==> config.mk <==
export PLATFORM = sky130hd
export DESIGN_NAME = sm83_irq_ctrl
export DESIGN_NICKNAME = d
export VERILOG_FILES = /design/src/rtl/sm83_pkg.sv /design/src/rtl/sm83_prio_enc.sv /design/src/rtl/sm83_irq_ctrl.sv
export SDC_FILE = /design/constraint.sdc
export NUM_CORES = 1
export LEC_CHECK = 0
export CAP_MARGIN = 20
export CORE_ASPECT_RATIO = 1.75
export CORE_MARGIN = 2
export CORE_UTILIZATION = 35
export CTS_BUF_LIST = sky130_fd_sc_hd__clkbuf_8
export CTS_CLUSTER_SIZE = 14
export DETAILED_ROUTE_END_ITERATION = 16
export PLACE_DENSITY = 0.73
export SLEW_MARGIN = 0
export SYNTH_ARGS = -nofsm -noshare
export SYNTH_HDL_FRONTEND = slang
export SYNTH_SLANG_ARGS = --single-unit
==> constraint.sdc <==
create_clock -name clk -period 2.5 [get_ports clk]
set_input_delay 0.25 -clock clk [delete_from_list [all_inputs] [get_ports clk]]
set_output_delay 0.25 -clock clk [all_outputs]
set_load 0.05 [all_outputs]
==> src/rtl/sm83_pkg.sv <==
// Shared SM83 types and constants used by the interrupt controller.
package sm83_pkg;

    typedef logic [15:0] addr_t;
    typedef addr_t irq_vec_t;

    typedef enum logic [0:0] {
        IRQ_IDLE,
        IRQ_VEC
    } irq_state_t;

    localparam addr_t IF_ADDR = 16'hFF0F;
    localparam addr_t IE_ADDR = 16'hFFFF;

    // Vector for channel sel; 16-bit wrap-around arithmetic, sel zero-extended.
    function automatic irq_vec_t irq_vector(addr_t base, addr_t stride, logic [2:0] sel);
        return base + (addr_t'(sel) * stride);
    endfunction

endpackage

==> src/rtl/sm83_prio_enc.sv <==
// Lowest-index-first priority encoder for up to 8 request lines.
module sm83_prio_enc #(
    parameter int unsigned WIDTH = 8
) (
    input  logic [WIDTH-1:0] req,
    output logic [2:0]       idx,
    output logic             valid
);

    // Scan from the top down so the lowest set bit is the last one to assign.
    always_comb begin
        idx   = 3'd0;
        valid = 1'b0;
        for (int i = int'(WIDTH) - 1; i >= 0; i--) begin
            if (req[i]) begin
                idx   = 3'(i);
                valid = 1'b1;
            end
        end
    end

endmodule

==> src/rtl/sm83_irq_ctrl.sv <==
// SM83 interrupt controller: IF/IE registers, IME handling and dispatch handshake.
module sm83_irq_ctrl
    import sm83_pkg::*;
#(
    parameter int unsigned N_IRQ      = 5,
    parameter logic [15:0] VEC_BASE   = 16'h0040,
    parameter int unsigned VEC_STRIDE = 8
) (
    input  logic             clk,
    input  logic             rst_n,
    input  logic [N_IRQ-1:0] irq_src,
    input  logic [15:0]      bus_addr,
    input  logic [7:0]       bus_wdata,
    input  logic             bus_we,
    output logic [7:0]       bus_rdata,
    output logic             bus_hit,
    input  logic             ime_set,
    input  logic             ime_set_now,
    input  logic             ime_clr,
    input  logic             instr_boundary,
    output logic             irq_pending,
    output logic             irq_req,
    input  logic             irq_ack,
    output logic [15:0]      irq_vec,
    output logic [2:0]       irq_id,
    input  logic             vec_taken
);

    logic [N_IRQ-1:0] src_q;
    logic [N_IRQ-1:0] if_q, if_d;
    logic [N_IRQ-1:0] ie_q, ie_d;
    logic             ime_q, ime_d;
    logic             ei_pend_q, ei_pend_d;
    irq_state_t       state_q, state_d;
    irq_vec_t         vec_q, vec_d;
    logic [2:0]       id_q, id_d;

    logic [N_IRQ-1:0] set_pulse;
    logic [N_IRQ-1:0] pend_vec;
    logic [2:0]       sel;
    logic             sel_valid;
    logic             dispatch;
    logic             wr_if, wr_ie;
    logic             unused_wdata;

    assign set_pulse = irq_src & ~src_q;
    assign pend_vec  = if_q & ie_q;
    assign dispatch  = (state_q == IRQ_IDLE) && irq_ack;
    assign wr_if     = bus_we && (bus_addr == IF_ADDR);
    assign wr_ie     = bus_we && (bus_addr == IE_ADDR);

    // Upper write-data bits are ignored when fewer than 8 channels exist.
    assign unused_wdata = ^bus_wdata;

    sm83_prio_enc #(
        .WIDTH (N_IRQ)
    ) u_prio_enc (
        .req   (pend_vec),
        .idx   (sel),
        .valid (sel_valid)
    );

    // State registers; src_q resets high so a line held through reset never requests.
    always_ff @(posedge clk or negedge rst_n) begin
        if (!rst_n) begin
            src_q     <= '1;
            if_q      <= '0;
            ie_q      <= '0;
            ime_q     <= 1'b0;
            ei_pend_q <= 1'b0;
            state_q   <= IRQ_IDLE;
            vec_q     <= '0;
            id_q      <= '0;
        end else begin
            src_q     <= irq_src;
            if_q      <= if_d;
            ie_q      <= ie_d;
            ime_q     <= ime_d;
            ei_pend_q <= ei_pend_d;
            state_q   <= state_d;
            vec_q     <= vec_d;
            id_q      <= id_d;
        end
    end

    // IF/IE next state: bus write, then dispatch clear, then source edges win.
    always_comb begin
        if_d = if_q;
        ie_d = ie_q;
        if (wr_if) if_d = bus_wdata[N_IRQ-1:0];
        if (wr_ie) ie_d = bus_wdata[N_IRQ-1:0];
        if (dispatch && sel_valid) begin
            for (int i = 0; i < int'(N_IRQ); i++) begin
                if (sel == 3'(i)) if_d[i] = 1'b0;
            end
        end
        if_d = if_d | set_pulse;
    end

    // IME next state: EI takes effect at a later boundary; DI and dispatch dominate.
    always_comb begin
        ime_d     = ime_q;
        ei_pend_d = ei_pend_q;
        if (ei_pend_q && instr_boundary) begin
            ime_d     = 1'b1;
            ei_pend_d = 1'b0;
        end
        if (ime_set_now) ime_d = 1'b1;
        if (ime_set) ei_pend_d = 1'b1;
        if (ime_clr || dispatch) begin
            ime_d     = 1'b0;
            ei_pend_d = 1'b0;
        end
    end

    // Dispatch FSM; sel uses the pre-write IF/IE of the ack cycle.
    always_comb begin
        state_d = state_q;
        vec_d   = vec_q;
        id_d    = id_q;
        unique case (state_q)
            IRQ_IDLE: begin
                if (irq_ack) begin
                    state_d = IRQ_VEC;
                    if (sel_valid) begin
                        vec_d = irq_vector(VEC_BASE, 16'(VEC_STRIDE), sel);
                        id_d  = sel;
                    end else begin
                        vec_d = '0;
                        id_d  = '0;
                    end
                end
            end
            IRQ_VEC: begin
                if (vec_taken) state_d = IRQ_IDLE;
            end
            default: state_d = IRQ_IDLE;
        endcase
    end

    // Bus read mux: unused IF bits read as 1, unused IE bits as 0.
    always_comb begin
        logic [7:0] if_rd;
        logic [7:0] ie_rd;
        if_rd = 8'hFF;
        ie_rd = 8'h00;
        if_rd[N_IRQ-1:0] = if_q;
        ie_rd[N_IRQ-1:0] = ie_q;
        bus_hit   = (bus_addr == IF_ADDR) || (bus_addr == IE_ADDR);
        bus_rdata = 8'h00;
        if (bus_addr == IF_ADDR) bus_rdata = if_rd;
        else if (bus_addr == IE_ADDR) bus_rdata = ie_rd;
    end

    assign irq_pending = |pend_vec;
    assign irq_req     = irq_pending && ime_q && (state_q == IRQ_IDLE);
    assign irq_vec     = vec_q;
    assign irq_id      = id_q;

endmodule

# After elaboration in Yosys (flattened, before gate mapping)
# Index checks and enable logic that the tools add are counted.
dict set report op_classes {
  add_sub_neg 1
  n_eq_ne 6
  mux 30
  n_bitwise 5
  n_reduce_logical 14
}
# cell n
set op_table {}
lappend op_table {{16-bit == test (second input constant)} 2}
lappend op_table {{1-bit 2-to-1 mux} 18}
lappend op_table {{3-bit 2-to-1 mux} 6}
lappend op_table {{8-bit 2-to-1 mux} 2}
lappend op_table {{5-bit 2-to-1 mux} 3}
lappend op_table {{5-bit AND} 2}
lappend op_table {{7-bit by 6-bit adder with 8-bit output (first input constant)} 1}
lappend op_table {{1-bit logical AND} 7}
lappend op_table {{3-bit by 2-bit == test with 1-bit output (second input constant)} 2}
lappend op_table {{3-bit nonzero test} 2}
lappend op_table {{5-bit NOT} 1}
lappend op_table {{5-bit OR} 1}
lappend op_table {{5-bit OR reduction} 1}
lappend op_table {{3-bit by 1-bit == test with 1-bit output (second input constant)} 1}
lappend op_table {{3-bit == test (second input constant)} 1}
lappend op_table {{3-bit logical NOT} 1}
lappend op_table {{1-bit logical OR} 2}
lappend op_table {{1-bit one-hot mux with 2 select lines} 1}
lappend op_table {{2-bit AND reduction} 1}
lappend op_table {{1-bit NOT} 1}
dict set report totals {
  reg_bits 37
  output_inout_bits 30
}

# Longest topological paths before layout
dict set report depth {
  depth_word 10
  mapped_depth 5
  ltp_nobuf 4
}

# Modules after synthesis
# Synthesis repeated with hierarchy kept, for this count alone.
dict set report unflattened {
  hier_cells 142
  area_unflattened_um2 1312.5
}
# mod n_inst cells_each area_each_um2 seq_area_each_um2
set by_module_without_submodules {}
lappend by_module_without_submodules {sm83_irq_ctrl 1 134 1263.7 556.8}
lappend by_module_without_submodules {sm83_prio_enc 1 8 48.8 0.0}

# Least setup slack after synthesis
# Ideal clock, no wire load.
dict set report synth_timing {
  path_kind {input -> output}
  startpoint {input bus_addr[15]}
  endpoint {output bus_rdata[6]}
  arrival_ps 1997
  t_required_ps 2250
  setup_slack_ps 253
  path_stages 5
  path_buffers 2
  cell_sequence {nand4_1 -> or3_1 -> clkbuf_1 -> nor2_1 -> buf_4}
}
dict set report synth_between {
  elab_chain_len 2
}
# element line_no
set synth_rtl {}
lappend synth_rtl {{from (decl)} sm83_irq_ctrl.sv:12} ;# input logic [15:0] bus_addr,
lappend synth_rtl {{16-bit == test} sm83_irq_ctrl.sv:151} ;# if (bus_addr == IF_ADDR) bus_rdata = if_rd;
lappend synth_rtl {{8-bit 2-to-1 mux} sm83_irq_ctrl.sv:151}
lappend synth_rtl {{to (decl)} sm83_irq_ctrl.sv:15} ;# output logic [7:0] bus_rdata,
# No other way between the ends.

# Worst setup path in the final report
dict set report layout_timing {
  startpoint {register if_q[2]}
  endpoint {output irq_req}
}
dict set report layout_between {
  elab_chain_len 4
}
# element line_no
set layout_rtl {}
lappend layout_rtl {{from (decl)} sm83_irq_ctrl.sv:30} ;# logic [N_IRQ-1:0] if_q, if_d;
lappend layout_rtl {{from (signal assigned)} sm83_irq_ctrl.sv:76} ;# if_q <= if_d;
lappend layout_rtl {{5-bit AND} sm83_irq_ctrl.sv:47} ;# assign pend_vec = if_q & ie_q;
lappend layout_rtl {{5-bit OR reduction} sm83_irq_ctrl.sv:155} ;# assign irq_pending = |pend_vec;
lappend layout_rtl {{1-bit logical AND (2 in a row)} sm83_irq_ctrl.sv:156} ;# assign irq_req = irq_pending && ime_q && (state_q == IRQ_IDLE);
lappend layout_rtl {{to (decl)} sm83_irq_ctrl.sv:22} ;# output logic irq_req,
# No other way between the ends.

==> results.yml <==
clock_tree:
  cts.sinks: 22
  cts_resized: 0
  holdBufCountCts: 0
  htree_levels: 1
  cts_setup_buffers: 0
  clk_path_buf_depth: 2
  root_buffer: "clkbuf_8"
  cts_tree: "yes"
  path_clk_slew_ns: 0.08
  clk-insertion-delay-late_ns: 0.26
  numCtsBuffers: 3
placed_design:
  dp_hpwl_um: 2533
  portBuffers: 52
  place.gp.congestion: 0.8346
  placed_area_um2: 1868
job:
  max_cap_viol_count: 0
synth:
  synth.distinct_cells: 35
  synth-edff-count: 0
  synth_commonest_cells: "17 x buf_4, 17 x dfrtp_1, 14 x nand2_1"
  synth_warnings: 0
  syn_area_um2: 1279
  avgSynthCellArea_um2: 9.836
  yosysTopAreaCell: "dfrtp_1"
  synth_top_area_share_pct: 33.27
  ys_seq_area_share_pct: 43.54
  ys_top_cells_by_area: "dfrtp_1 33%, dfstp_2 10%, buf_4 10%"
  ys_ff_latch: 22
  yosys_most_used_dff: "dfrtp_1"
  synthCells: 130
  synthArstFlopShare_pct: 100.0
timing:
  setup_tns_ns: 0
  fin_crit_sh_pct: 94.27
  rsz0062_at_grt: "false"
  fin_crit_ns: 2.357
  slew_violations: 0
  slew_headroom_pct: 63.20
  clock_skew_ns: 0.003702
  tightest_slew_ns: 0.5509
  setup_viol: 0
  final_hold_viol_count: 0
  fmax_ghz: 0.4243
worst_setup_path:
  critPathTopFamily: "buffers and inverters"
  cp.required_ns: 2.25
  crit_slowest_cell: "clkdlybuf4s50_1"
  crit_buf_inv: 1
  arrival_ns: 2.11
  crit_path_end_kind: "primary output"
  cp_cell_sequence: "a22oi_1, nand2_1, nor2_1, nor3b_1, clkdlybuf4s50_1"
  critPathMaxStageDelay_ns: 0.70
  crit_type: "reg2out"
  crit_fanout: 6
  critPathLaunchType: "flop"
die:
  floorplan.initialDensity_pct: 35.96
  die_y_um: 83.96
  num_rows: 29
  die_x_um: 49.69
  io_pins: 68
  die_area_um2: 4172
  core_um2: 3556
final_layout:
  area_growth_pct: 50.39
  antenna_cells: 0
  fillers: 352
  fin_area_um2: 1923
  final_nets: 219
  layout-drive-gt1-share_pct: 19.44
  fin_util_pct: 54.08
route:
  first_pass_iters: 6
  route.detailed.drc: 0
  viasPerCell: 5.097
  drt_iter0_markers: 45
  wirelength_um: 3250
  route.detailed.wl_per_inst_um: 14.38
  ant_nets: 0
  vias: 1152
power_and_ir_drop:
  power_density_nw_per_um2: 397.3
  p_leak_uw: 0.0008042
  irDropWorstVdd_uv: 323.4
  p_total_uw: 764.1
global_routing:
  grt_usage_pct: 16.15
  antenna_found_initial: 0
  grt_pass1_vias: 1115
  grt_pass1_wl_um: 5306
  grt-ovfl-total: 0
  grt_start_max_net_pins: 23
min_path:
  hold_class: "in2async"
status:
  status: "completed"
cell families after synthesis:
family          count (synthesis)  share of synthesized area (%)
flops                          22                          43.54
compound gates                 21                          13.21
buf+inv                        30                          14.38
mux                             5                          5.871
other cells                     1                         0.2933
simple gates                   51                          22.70
report_power, final:
part           internal, uW  switching [uW]
Clock                   140             116
Combinational          57.4            77.4
Sequential              368            4.45
Total                   566             198
cell type report:
| type | count | area [um^2] | area share [%] |
|---|---|---|---|
| clock buffer | 4 | 55.05 | 2.863 |
| timing repair buffer | 56 | 640.6 | 33.31 |
| multi-input combinational | 89 | 579.3 | 30.12 |
| tap | 46 | 57.56 | 2.993 |
| inverter | 9 | 33.78 | 1.757 |
| sequential | 22 | 556.8 | 28.95 |
stage by stage:
step / instances / hold WS, ns / worst slack, ns
after floorplan: 141 / -0.04559 / 0.2527
after global placement: 222 / 0.4716 / 0.4158
after detailed placement: 222 / 0.4785 / 0.3846
after CTS: 226 / 0.3485 / 0.1711
after global routing: 226 / 0.3690 / 0.009212
final: 226 / 0.3343 / 0.1432
path summary, 6_finish.rpt:
path	startpoint	cells after the start	end	slack [ns]
hold reg to reg	irq_vec[6]	2	irq_vec[6]	0.49
min in group clk	irq_src[2]	1	src_q[2]	0.41
hold / removal	rst_n	2	irq_vec[5]	0.33
max in group asynchronous	rst_n	2	src_q[0]	1.89
setup / recovery	if_q[2]	5	irq_req	0.14
setup reg to reg	state_q	4	if_q[4]	0.93
metal layers:
metal	share of wire (%)	global-route usage, %	vias to the layer above
met1	36	18.69	550
met2	56	28.61	61
met4	2.0	6.566	0
met5	0	0	-
met3	6.1	2.688	9
li1	-	-	532
sequential cells by signal, indices dropped and copies added (netlist names):
name / count
ei_pend_q: 1
ie_q: 5
if_q: 5
ime_q: 1
irq_id: 2
irq_vec: 2
src_q: 5
state_q: 1
layout by cell type, fill, tap and decap left out, types with 7 or more instances in the layout:
cell             count
a22oi_1              7
buf_12               9
clkdlybuf4s50_1     43
conb_1              12
dfrtp_1             17
inv_1                9
nand2_1             14
nand4_1              9
nor2_1              10
Note: power is estimated with default switching activity, not from simulation.
